## config.mk

```make
export PLATFORM = sky130hd
export DESIGN_NAME = key_debounce_fsm
export DESIGN_NICKNAME = d
export VERILOG_FILES = /design/src/rtl/key_debounce_fsm.sv
export SDC_FILE = /design/constraint.sdc
export NUM_CORES = 1
export LEC_CHECK = 0
export CORE_MARGIN = 2
export CORE_UTILIZATION = 55
export CTS_BUF_LIST = sky130_fd_sc_hd__clkbuf_4
export DETAILED_ROUTE_END_ITERATION = 7
export PLACE_DENSITY = 0.81
export SLEW_MARGIN = 25
export SYNTH_ARGS = -nofsm -noshare
export SYNTH_HDL_FRONTEND = slang
export SYNTH_HIERARCHICAL = 1
export SYNTH_SLANG_ARGS = --single-unit
```

## constraint.sdc

```tcl
create_clock -name clk -period 2.1 [get_ports clk]
set_input_delay 0.525 -clock clk [delete_from_list [all_inputs] [get_ports clk]]
set_output_delay 0.525 -clock clk [all_outputs]
set_load 0.02 [all_outputs]
```

## src/rtl/key_debounce_fsm.sv

```systemverilog
// Multi-key debouncer: 2-FF synchroniser plus a 4-state filter FSM per key.
// Build with KEY_LONG_PRESS_EN defined to add the key_long long-press pulse output.
module key_debounce_lane #(
   parameter int TIME_20MS = 1_000_000
`ifdef KEY_LONG_PRESS_EN
   ,parameter int TIME_LONG = 50_000_000
`endif
) (
   input  logic clk,
   input  logic rst,
   input  logic key_raw,
   output logic state,
   output logic press,
   output logic rls
`ifdef KEY_LONG_PRESS_EN
   ,output logic lng
`endif
);

   localparam int CW = $clog2(TIME_20MS);
   localparam logic [CW-1:0] CNT_LAST = CW'(TIME_20MS - 1);

   typedef enum logic [1:0] {
      IDLE      = 2'd0,
      FILTER_DN = 2'd1,
      DOWN      = 2'd2,
      FILTER_UP = 2'd3
   } st_t;

   st_t           st, st_nxt;
   logic [CW-1:0] cnt, cnt_nxt;
   logic [1:0]    sync;
   logic          ks;
   logic          state_nxt, press_nxt, rls_nxt;

   // Synchroniser idles at 1 so a reset never looks like a press.
   always_ff @(posedge clk or posedge rst) begin
      if (rst) sync <= 2'b11;
      else     sync <= {sync[0], key_raw};
   end

   assign ks = sync[1];

   always_ff @(posedge clk or posedge rst) begin
      if (rst) begin
         st    <= IDLE;
         cnt   <= '0;
         state <= 1'b0;
         press <= 1'b0;
         rls   <= 1'b0;
      end else begin
         st    <= st_nxt;
         cnt   <= cnt_nxt;
         state <= state_nxt;
         press <= press_nxt;
         rls   <= rls_nxt;
      end
   end

   always_comb begin
      st_nxt    = st;
      cnt_nxt   = cnt;
      press_nxt = 1'b0;
      rls_nxt   = 1'b0;
      unique case (st)
         IDLE: begin
            if (!ks) begin
               st_nxt  = FILTER_DN;
               cnt_nxt = '0;
            end
         end
         FILTER_DN: begin
            if (ks) begin
               st_nxt  = IDLE;
               cnt_nxt = '0;
            end else if (cnt == CNT_LAST) begin
               st_nxt    = DOWN;
               cnt_nxt   = '0;
               press_nxt = 1'b1;
            end else begin
               cnt_nxt = cnt + 1'b1;
            end
         end
         DOWN: begin
            if (ks) begin
               st_nxt  = FILTER_UP;
               cnt_nxt = '0;
            end
         end
         FILTER_UP: begin
            if (!ks) begin
               st_nxt  = DOWN;
               cnt_nxt = '0;
            end else if (cnt == CNT_LAST) begin
               st_nxt  = IDLE;
               cnt_nxt = '0;
               rls_nxt = 1'b1;
            end else begin
               cnt_nxt = cnt + 1'b1;
            end
         end
         default: begin
            st_nxt  = IDLE;
            cnt_nxt = '0;
         end
      endcase
      // A key in FILTER_UP is still pressed until the release qualifies.
      state_nxt = (st_nxt == DOWN) || (st_nxt == FILTER_UP);
   end

`ifdef KEY_LONG_PRESS_EN
   localparam int LW = $clog2(TIME_LONG + 1);
   localparam logic [LW-1:0] LONG_LAST = LW'(TIME_LONG - 1);
   localparam logic [LW-1:0] LONG_SAT  = LW'(TIME_LONG);

   logic [LW-1:0] lcnt, lcnt_nxt;
   logic          lng_nxt;

   always_ff @(posedge clk or posedge rst) begin
      if (rst) begin
         lcnt <= '0;
         lng  <= 1'b0;
      end else begin
         lcnt <= lcnt_nxt;
         lng  <= lng_nxt;
      end
   end

   // Parking at LONG_SAT blocks any repeat pulse until the key leaves DOWN.
   always_comb begin
      lcnt_nxt = '0;
      lng_nxt  = 1'b0;
      if (st == DOWN && !ks) begin
         lcnt_nxt = lcnt;
         if (lcnt == LONG_LAST) begin
            lng_nxt  = 1'b1;
            lcnt_nxt = LONG_SAT;
         end else if (lcnt < LONG_LAST) begin
            lcnt_nxt = lcnt + 1'b1;
         end
      end
   end
`endif

endmodule

module key_debounce_fsm #(
   parameter int KEY_W     = 4,
   parameter int TIME_20MS = 1_000_000,
   parameter int TIME_LONG = 50_000_000
) (
   input  logic             clk,
   input  logic             rst,
   input  logic [KEY_W-1:0] key_in,
   output logic [KEY_W-1:0] key_state,
   output logic [KEY_W-1:0] key_press,
   output logic [KEY_W-1:0] key_release
`ifdef KEY_LONG_PRESS_EN
   ,output logic [KEY_W-1:0] key_long
`endif
);

   if (TIME_20MS < 2 || TIME_LONG < 2) begin : g_bad_param
      $error("key_debounce_fsm: TIME_20MS and TIME_LONG must be >= 2");
   end

   key_debounce_lane #(
      .TIME_20MS(TIME_20MS)
`ifdef KEY_LONG_PRESS_EN
      ,.TIME_LONG(TIME_LONG)
`endif
   ) u_lane [KEY_W-1:0] (
      .clk     (clk),
      .rst     (rst),
      .key_raw (key_in),
      .state   (key_state),
      .press   (key_press),
      .rls     (key_release)
`ifdef KEY_LONG_PRESS_EN
      ,.lng    (key_long)
`endif
   );

endmodule
```

==> Yosys cells after proc, flatten, opt, wreduce, memory -nomap -nowiden <==
Index checks and enable logic that the tools add are counted.
{ "op_classes": {"muxes": 72, "addsub": 4, "eq_ne": 32, "reduce_logical": 12} }
{ "ops": {"columns": ["operator", "count"], "rows": [
  ["20-bit 2-to-1 mux", 20],
  ["20-bit one-hot mux with 4 select lines", 4],
  ["20-bit by 1-bit adder with 20-bit output (second input constant)", 4],
  ["20-bit equality test (second input constant)", 4],
  ["2-bit 2-to-1 mux", 24],
  ["2-bit equality test (second input constant)", 16],
  ["2-bit one-hot mux with 4 select lines", 4],
  ["1-bit 2-to-1 mux", 20],
  ["2-bit by 1-bit equality test with 1-bit output (second input constant)", 4],
  ["2-bit logical NOT", 4],
  ["2-bit by 1-bit inequality test with 1-bit output (second input constant)", 4],
  ["2-bit inequality test (second input constant)", 4],
  ["2-bit AND reduction", 4],
  ["1-bit logical OR", 4]
]} }
{ "word_totals": {"reg_bits": 108, "in_bits": 6, "word_cells": 144, "out_inout_bits": 12} }

==> Longest topological paths before layout <==
Gate-level depths: netlist of run 1.
{ "logic_depth": {"word_depth": 6, "depth_mapped": 9, "mapped_depth_nobuf": 6} }

==> Cells and area by module <==
Netlist of run 1, hierarchy kept.
{ "by_module_without_submodules": {"columns": ["module", "cells_per_inst", "area_each_um2", "seq_area_each_um2", "n_inst"], "rows": [
  ["key_debounce_lane (u_lane[0] ...)", 147, 1411.4, 678.2, 3],
  ["key_debounce_lane (u_lane[3])", 132, 1318.8, 678.2, 1]
]} }

==> Worst setup path before layout of run 1 <==
No wires, ideal clock.
{ "synth_timing": {"path_type": "register to register", "from": "register u_lane[0].cnt[0]", "to": "register u_lane[0].cnt[10]", "path_stages_with_launch": 9, "n_path_buf": 3, "period_less_slack_ns": 1.892, "path_slack_ns": 0.208, "t_required_ns": 1.979, "setup_ns": 0.121, "t_arrival_ns": 1.771, "cell_sequence": "dfrtp_1 > ha_1 > and4_1 > buf_4 > nand3_1 > o31a_1 > buf_2 > buf_6 > a22o_1"} }
{ "synth_between": {"elab_chain_cells": 4, "word_cells_on_any_way": 6, "cone_classes": "add/sub: 1; eq/ne: 1; mux: 4"} }
{ "synth_lines": {"columns": ["element", "line_no", "rtl"], "rows": [
  ["from (decl)", "31", "logic [CW-1:0] cnt, cnt_nxt;"],
  ["from (signal assigned)", "53", "cnt <= cnt_nxt;"],
  ["20-bit by 1-bit adder with 20-bit output or 20-bit equality test (tied branches)", null, null],
  ["20-bit 2-to-1 mux *", "76, 94", null],
  ["20-bit 2-to-1 mux, on equally long branches", "91, 73", null],
  ["20-bit one-hot mux with 4 select lines *", "65", "unique case (st)"]
]} }
Mark *: on every way between the ends. The rest lies on a longest branch, timed or not.
A chain may end at the register's enable or synchronous reset.

==> Final worst setup path of run 1 <==
{ "layout_timing": {"from": "register u_lane[3].cnt[12]", "to": "register u_lane[3].cnt[0]"} }
{ "layout_between": {"elab_chain_cells": 4, "word_cells_on_any_way": 5, "cone_classes": "eq/ne: 1; mux: 4"} }
{ "layout_lines": {"columns": ["element", "line_no"], "rows": [
  ["from (decl)", "31"],
  ["from (signal assigned)", "53"],
  ["20-bit equality test *", "76, 94"],
  ["20-bit 2-to-1 mux *", "76, 94"],
  ["20-bit 2-to-1 mux, on equally long branches", "91, 73"],
  ["20-bit one-hot mux with 4 select lines *", "65"]
]} }
Marked as above.

==> impl_metrics.env, run 1 <==
export IMPL_outcome="finished, final reports clean"
export IMPL_die_area_um2=10900
export IMPL_cp_max_fo=8
export IMPL_hold_path_class="reg2reg"
export IMPL_die_w_um=104
export IMPL_path_class="reg2reg"
export IMPL_synthArstFlopShare_pct=100
export IMPL_placedCellCount=721
export IMPL_yosysWarningCount=6
export IMPL_finalSetupViolCount=0
export IMPL_io_buffer_count=17
export IMPL_clock_root_buffer="clkbuf_4"
export IMPL_crit_required_ns=2.44
export IMPL_arrival_ns=2.40
export IMPL_syn_nets=583
export IMPL_die_h_um=104
export IMPL_final_util_pct=62.6
export IMPL_cts_max_path_buffers=2
export IMPL_seqCellArea_um2=2710
export IMPL_netlist_instances=573
export IMPL_wl_per_cell_um=14.4
export IMPL_synth_seq_area_share_pct=48.9
export IMPL_critPathCaptureType="flop"
export IMPL_hold_depth=0
export IMPL_skew_ns=0.0158
export IMPL_synth_area_um2=5550
export IMPL_post_route_period_util_pct=98.0
export IMPL_grt_met3_usage_pct=4.89
export IMPL_ant_nets=0
export IMPL_ctsHtreeMaxLevel=3
export IMPL_synth_edff_count=0
export IMPL_grt_ovfl_total=0
export IMPL_startpoint="u_lane[3]/cnt[12]"
export IMPL_finalSetupTns_ns=0
export IMPL_min_period_ns=2.06
export IMPL_gp_congestion=0.839
export IMPL_use_met1_pct=26.2
export IMPL_area_growth_pct=10.2
export IMPL_globalRoute_busiestLayer="met2"
export IMPL_num_vias=4394
export IMPL_max_slew_margin_pct=46.7
export IMPL_drtIter0Drc=185
export IMPL_rsz0062_at_grt="yes"
export IMPL_hold_violations=0
export IMPL_start_util_pct=56.8
export IMPL_num_fill_cells=793
export IMPL_clkSinkCount=108
export IMPL_rr_worst_depth=4
export IMPL_whs_ns=0.367
export IMPL_tightest_slew_ns=0.798
export IMPL_maxCapViolCount=0
export IMPL_drc=0
export IMPL_r2r_start="u_lane[3]/cnt[12]"
export IMPL_postRouteWirelength_mm=10.7
export IMPL_final_cell_mix="dfrtp_1, nand2_1, nand3_1"
export IMPL_ioPinCount=18
export IMPL_final_max_slew_viol_count=0
export IMPL_cts_buffers_inserted=9
export IMPL_ys_types=46
export IMPL_placeableCoreArea_um2=9770
export IMPL_power_density_nw_per_um2=554
export IMPL_multi_input_area_um2=2680
export IMPL_worstReg2RegEnd="u_lane[3]/cnt[0]"
export IMPL_p_leak_nw=2.57
export IMPL_dp_hpwl_mm=7.41
export IMPL_clk_pin_slew_ns=0.14
export IMPL_grt_pass1_vias=4218
export IMPL_grt_pass1_wl_mm=18.6
export IMPL_drive_above_1_share_pct=10.9
export IMPL_synth_seq_cells=108
export IMPL_via_per_inst=5.93
export IMPL_final_cells=741
export IMPL_antenna_found_initial=0
export IMPL_num_antenna_cells=0
export IMPL_final_common_cell="dfrtp_1"
export IMPL_syn_avg_cell_area_um2=9.69
export IMPL_rrSetupSlack_ns=0.04
export IMPL_tritoncts="done"
export IMPL_fmax_ghz=0.486
export IMPL_first_pass_iters=4
export IMPL_min_delay_start="u_lane[0]/sync[0]"
export IMPL_ys_flop_type="dfrtp_1"
export IMPL_nets=613
export IMPL_hold_buffers=0
export IMPL_rows=36
export IMPL_grtUsageTotal_pct=20.5
export IMPL_finalPower_mw=3.39
export IMPL_met2_usage_pct=35.0
export IMPL_cp_start_kind="flop"
export IMPL_clkLatencyLatePin_ns=0.45
export IMPL_worstHoldEndpoint="u_lane[0]/sync[1]"
export IMPL_max_vdd_ir_drop_mv=0.442
export IMPL_grt_max_degree=28
==> synthesized netlist by cell type, types with 5 or more instances <==
cell / count / area share (%)
a21oi_1: 35 / 3.2
nor2_1: 34 / 2.3
mux2i_1: 27 / 4.9
clkbuf_1: 7 / 0.47
xnor2_1: 14 / 2.2
nand4_1: 40 / 4.5
and2_1: 17 / 1.9
nand2_1: 55 / 3.7
dfrtp_1: 100 / 45
nor3_1: 17 / 1.5
dfstp_2: 8 / 3.8
o21ai_0: 26 / 2.3
xor2_1: 13 / 2.1
inv_1: 21 / 1.4
nand2b_1: 7 / 0.79
a22o_1: 18 / 2.8
and4_1: 5 / 0.79
and3_1: 14 / 1.6
nand3_1: 54 / 4.9
==> timing repair <==
item                                    4_1_cts  5_1_grt
setup buffers                                 0        3
resized for setup                             0        5
endpoints found under the setup margin        0       16
==> metal layers <==
| metal | routed length [um] | vias up |
|---|---|---|
| met1 | 4810 | 2167 |
| li1 | - | 2149 |
| met3 | 332 | 9 |
| met2 | 5390 | 69 |
| met5 | 0 | - |
| met4 | 125 | 0 |
==> registers in the layout (all words and copies together) (netlist names) <==
register and flops:
u_lane/cnt 80, u_lane/st 8, u_lane/rls 4, u_lane/state 4, u_lane/press 4, u_lane/sync 8
==> metrics by stage <==
stage | setup slack, ns | area (um^2)
detailed placement | 0.0303 | 5920
CTS | 0.0100 | 6060
floorplan | 0.208 | 5550
global route | -0.0386 | 6120
global placement | 0.127 | 5920
finish | 0.0414 | 6120
==> how the worst max path moves through the flow <==
stage	to	cells after the start
5_1_grt	u_lane[3]/cnt[16]	5
3_5_place_dp	u_lane[3]/cnt[15]	5
2_1_floorplan	u_lane[0]/cnt[10]	8
3_3_place_gp	u_lane[2]/cnt[6]	4
4_1_cts	u_lane[3]/cnt[15]	5
6_report	u_lane[3]/cnt[0]	4
==> critical path, stage by stage, from the launching register on <==
cell and delay (ns):
dfrtp_1 0.43, or4_1 0.57, nor4_4 0.42, a21oi_2 0.23
mux2_2 0.31
==> kinds of logic after synthesis <==
kind of cell             after synthesis  share of synthesized area [%]
AO/OA/AOI/OAI                         97                           10.9
adder cells (fa/ha/maj)                4                          0.901
XOR/XNOR                              27                           4.26
multiplexers                          31                           5.68
flip-flops                           108                           48.9
AND/OR/NAND/NOR                      263                           25.8
buffers and inverters                 43                           3.65
==> area by class of cell <==
type	instances	area share, %
Tap cell	133	2.72
Timing Repair Buffer	40	5.60
Inverter	21	1.29
Multi-Input combinational cell	423	43.7
Clock inverter	4	0.838
Clock buffer	12	1.47
Sequential cell	108	44.3
==> power by group <==
group | leakage (nW) | internal (mW) | switching, mW
registers | 1.46 | 2.11 | 0.0299
logic | 1.03 | 0.0805 | 0.137
clock network | 0.0775 | 0.405 | 0.629
Note: power is estimated with default switching activity, not from simulation.
==> run 2: changes to the inputs <==
Settings changed: CELL_PAD_IN_SITES_DETAIL_PLACEMENT set to 1, CELL_PAD_IN_SITES_GLOBAL_PLACEMENT set to 2, CORE_UTILIZATION 55 to 41, PLACE_DENSITY 0.81 to 0.89, SETUP_SLACK_MARGIN set to 0.3.
==> impl_metrics.env, run 2 (synthesis results as in run 1) <==
export IMPL_outcome="finished, final reports clean"
export IMPL_die_area_um2=14500
export IMPL_met2_usage_pct=35.6
export IMPL_postRouteWirelength_mm=15.0
export IMPL_path_class="reg2reg"
export IMPL_hold_path_class="reg2reg"
export IMPL_grtUsageTotal_pct=21.0
export IMPL_ctsHtreeMaxLevel=3
export IMPL_num_antenna_cells=0
export IMPL_post_route_period_util_pct=93.1
export IMPL_io_buffer_count=17
export IMPL_crit_required_ns=2.46
export IMPL_final_cell_mix="dfrtp_1, buf_4, nand2_1"
export IMPL_placeableCoreArea_um2=13200
export IMPL_rows=42
export IMPL_use_met1_pct=27.8
export IMPL_grt_pass1_vias=4959
export IMPL_cts_buffers_inserted=9
export IMPL_ant_nets=0
export IMPL_finalSetupTns_ns=0
export IMPL_nets=670
export IMPL_tritoncts="done"
export IMPL_start_util_pct=41.9
export IMPL_max_slew_margin_pct=62.3
export IMPL_tightest_slew_ns=0.565
export IMPL_drc=0
export IMPL_via_per_inst=5.73
export IMPL_cp_max_fo=8
export IMPL_clock_root_buffer="clkbuf_4"
export IMPL_largest_reg_flops=80
export IMPL_globalRoute_busiestLayer="met2"
export IMPL_antenna_found_initial=0
export IMPL_fmax_ghz=0.512
export IMPL_reg_largest_list="u_lane/cnt (80), u_lane/st (8), u_lane/sync (8)"
export IMPL_num_vias=4812
export IMPL_top_register="u_lane/cnt"
export IMPL_clk_pin_slew_ns=0.16
export IMPL_drtIter0Drc=321
export IMPL_clkSinkCount=108
export IMPL_area_growth_pct=27.6
export IMPL_hold_violations=0
export IMPL_cp_start_kind="flop"
export IMPL_dp_hpwl_mm=8.97
export IMPL_ioPinCount=18
export IMPL_hold_buffers=0
export IMPL_final_max_slew_viol_count=0
export IMPL_die_h_um=120
export IMPL_finalSetupViolCount=0
export IMPL_wl_per_cell_um=17.8
export IMPL_rsz0062_at_grt="yes"
export IMPL_die_w_um=120
export IMPL_cts_max_path_buffers=2
export IMPL_p_leak_nw=3.01
export IMPL_final_cells=840
export IMPL_max_vdd_ir_drop_mv=0.341
export IMPL_power_density_nw_per_um2=504
export IMPL_final_common_cell="dfrtp_1"
export IMPL_placedCellCount=772
export IMPL_clkLatencyLatePin_ns=0.47
export IMPL_critPathCaptureType="flop"
export IMPL_skew_ns=0.0181
export IMPL_maxCapViolCount=0
export IMPL_gp_congestion=0.786
export IMPL_grt_met3_usage_pct=3.16
export IMPL_grt_pass1_wl_mm=24.6
export IMPL_min_period_ns=1.95
export IMPL_arrival_ns=2.32
export IMPL_grt_max_degree=28
export IMPL_grt_ovfl_total=0
export IMPL_first_pass_iters=6
export IMPL_drive_above_1_share_pct=29.4
-- run 2: final timing paths --
| path | start | end | slack [ns] | cells past startpoint |
|---|---|---|---|---|
| worst min-delay path | u_lane[3]/sync[0] | u_lane[3]/sync[1] | 0.37 | 0 |
| worst max-delay path | u_lane[3]/cnt[10] | u_lane[3]/cnt[0] | 0.15 | 5 |
| max in group asynchronous | rst | u_lane[2]/sync[0] | 1.20 | 3 |
| min in group asynchronous | rst | u_lane[2]/cnt[1] | 0.43 | 2 |
| worst min register to register | u_lane[3]/sync[0] | u_lane[3]/sync[1] | 0.37 | 0 |
| worst max register to register | u_lane[3]/cnt[10] | u_lane[3]/cnt[0] | 0.15 | 5 |
-- run 2: where the power goes --
group | internal [mW] | switching (mW) | total, mW
combinational | 0.152 | 0.190 | 0.342
clock | 0.385 | 0.704 | 1.09
sequential | 2.11 | 0.0300 | 2.14
total | 2.65 | 0.924 | 3.57
-- run 2: per-stage QoR --
step | hold slack [ns] | power, mW | utilization (%) | cell area [um^2] | setup slack, ns
after floorplan | 0.345 | 2.33 | - | 5600 | 0.258
after global placement | 0.347 | 2.40 | 45.9 | 6070 | 0.135
after detailed placement | 0.348 | 2.41 | 45.9 | 6070 | 0.0500
after CTS | 0.371 | 3.57 | 51.0 | 6760 | 0.170
after global routing | 0.377 | 3.72 | 53.5 | 7090 | 0.111
final | 0.369 | 3.57 | 53.5 | 7090 | 0.145
-- run 2: critical path: stages (launching register included) --
cell     delay (ns)
dfrtp_1        0.43
or4b_4         0.55
nor4_4         0.29
buf_6          0.19
a21oi_4        0.11
mux2_2         0.28
-- run 2: what timing repair did --
action                     in CTS  in global routing
setup endpoints to repair      84                 86
setup buffers                  31                 13
gates resized for setup        74                 61
pin swaps                      29                 35
gates cloned                    8                  1
-- run 2: per-layer routing --
layer  wire, um  part of all wire, %
met4        196                  1.3
met1       6870                   46
met2       7620                   51
met3        293                  2.0
met5          0                    0
-- run 2: layout make-up --
type / count / area (um^2)
fillers: 1535 / 6160
well taps: 176 / 220
inverters: 21 / 78.8
repair buffers: 96 / 857
clock inverters: 4 / 51.3
clock buffers: 11 / 82.6
multi-input cells: 424 / 3080
flip-flops and latches: 108 / 2720
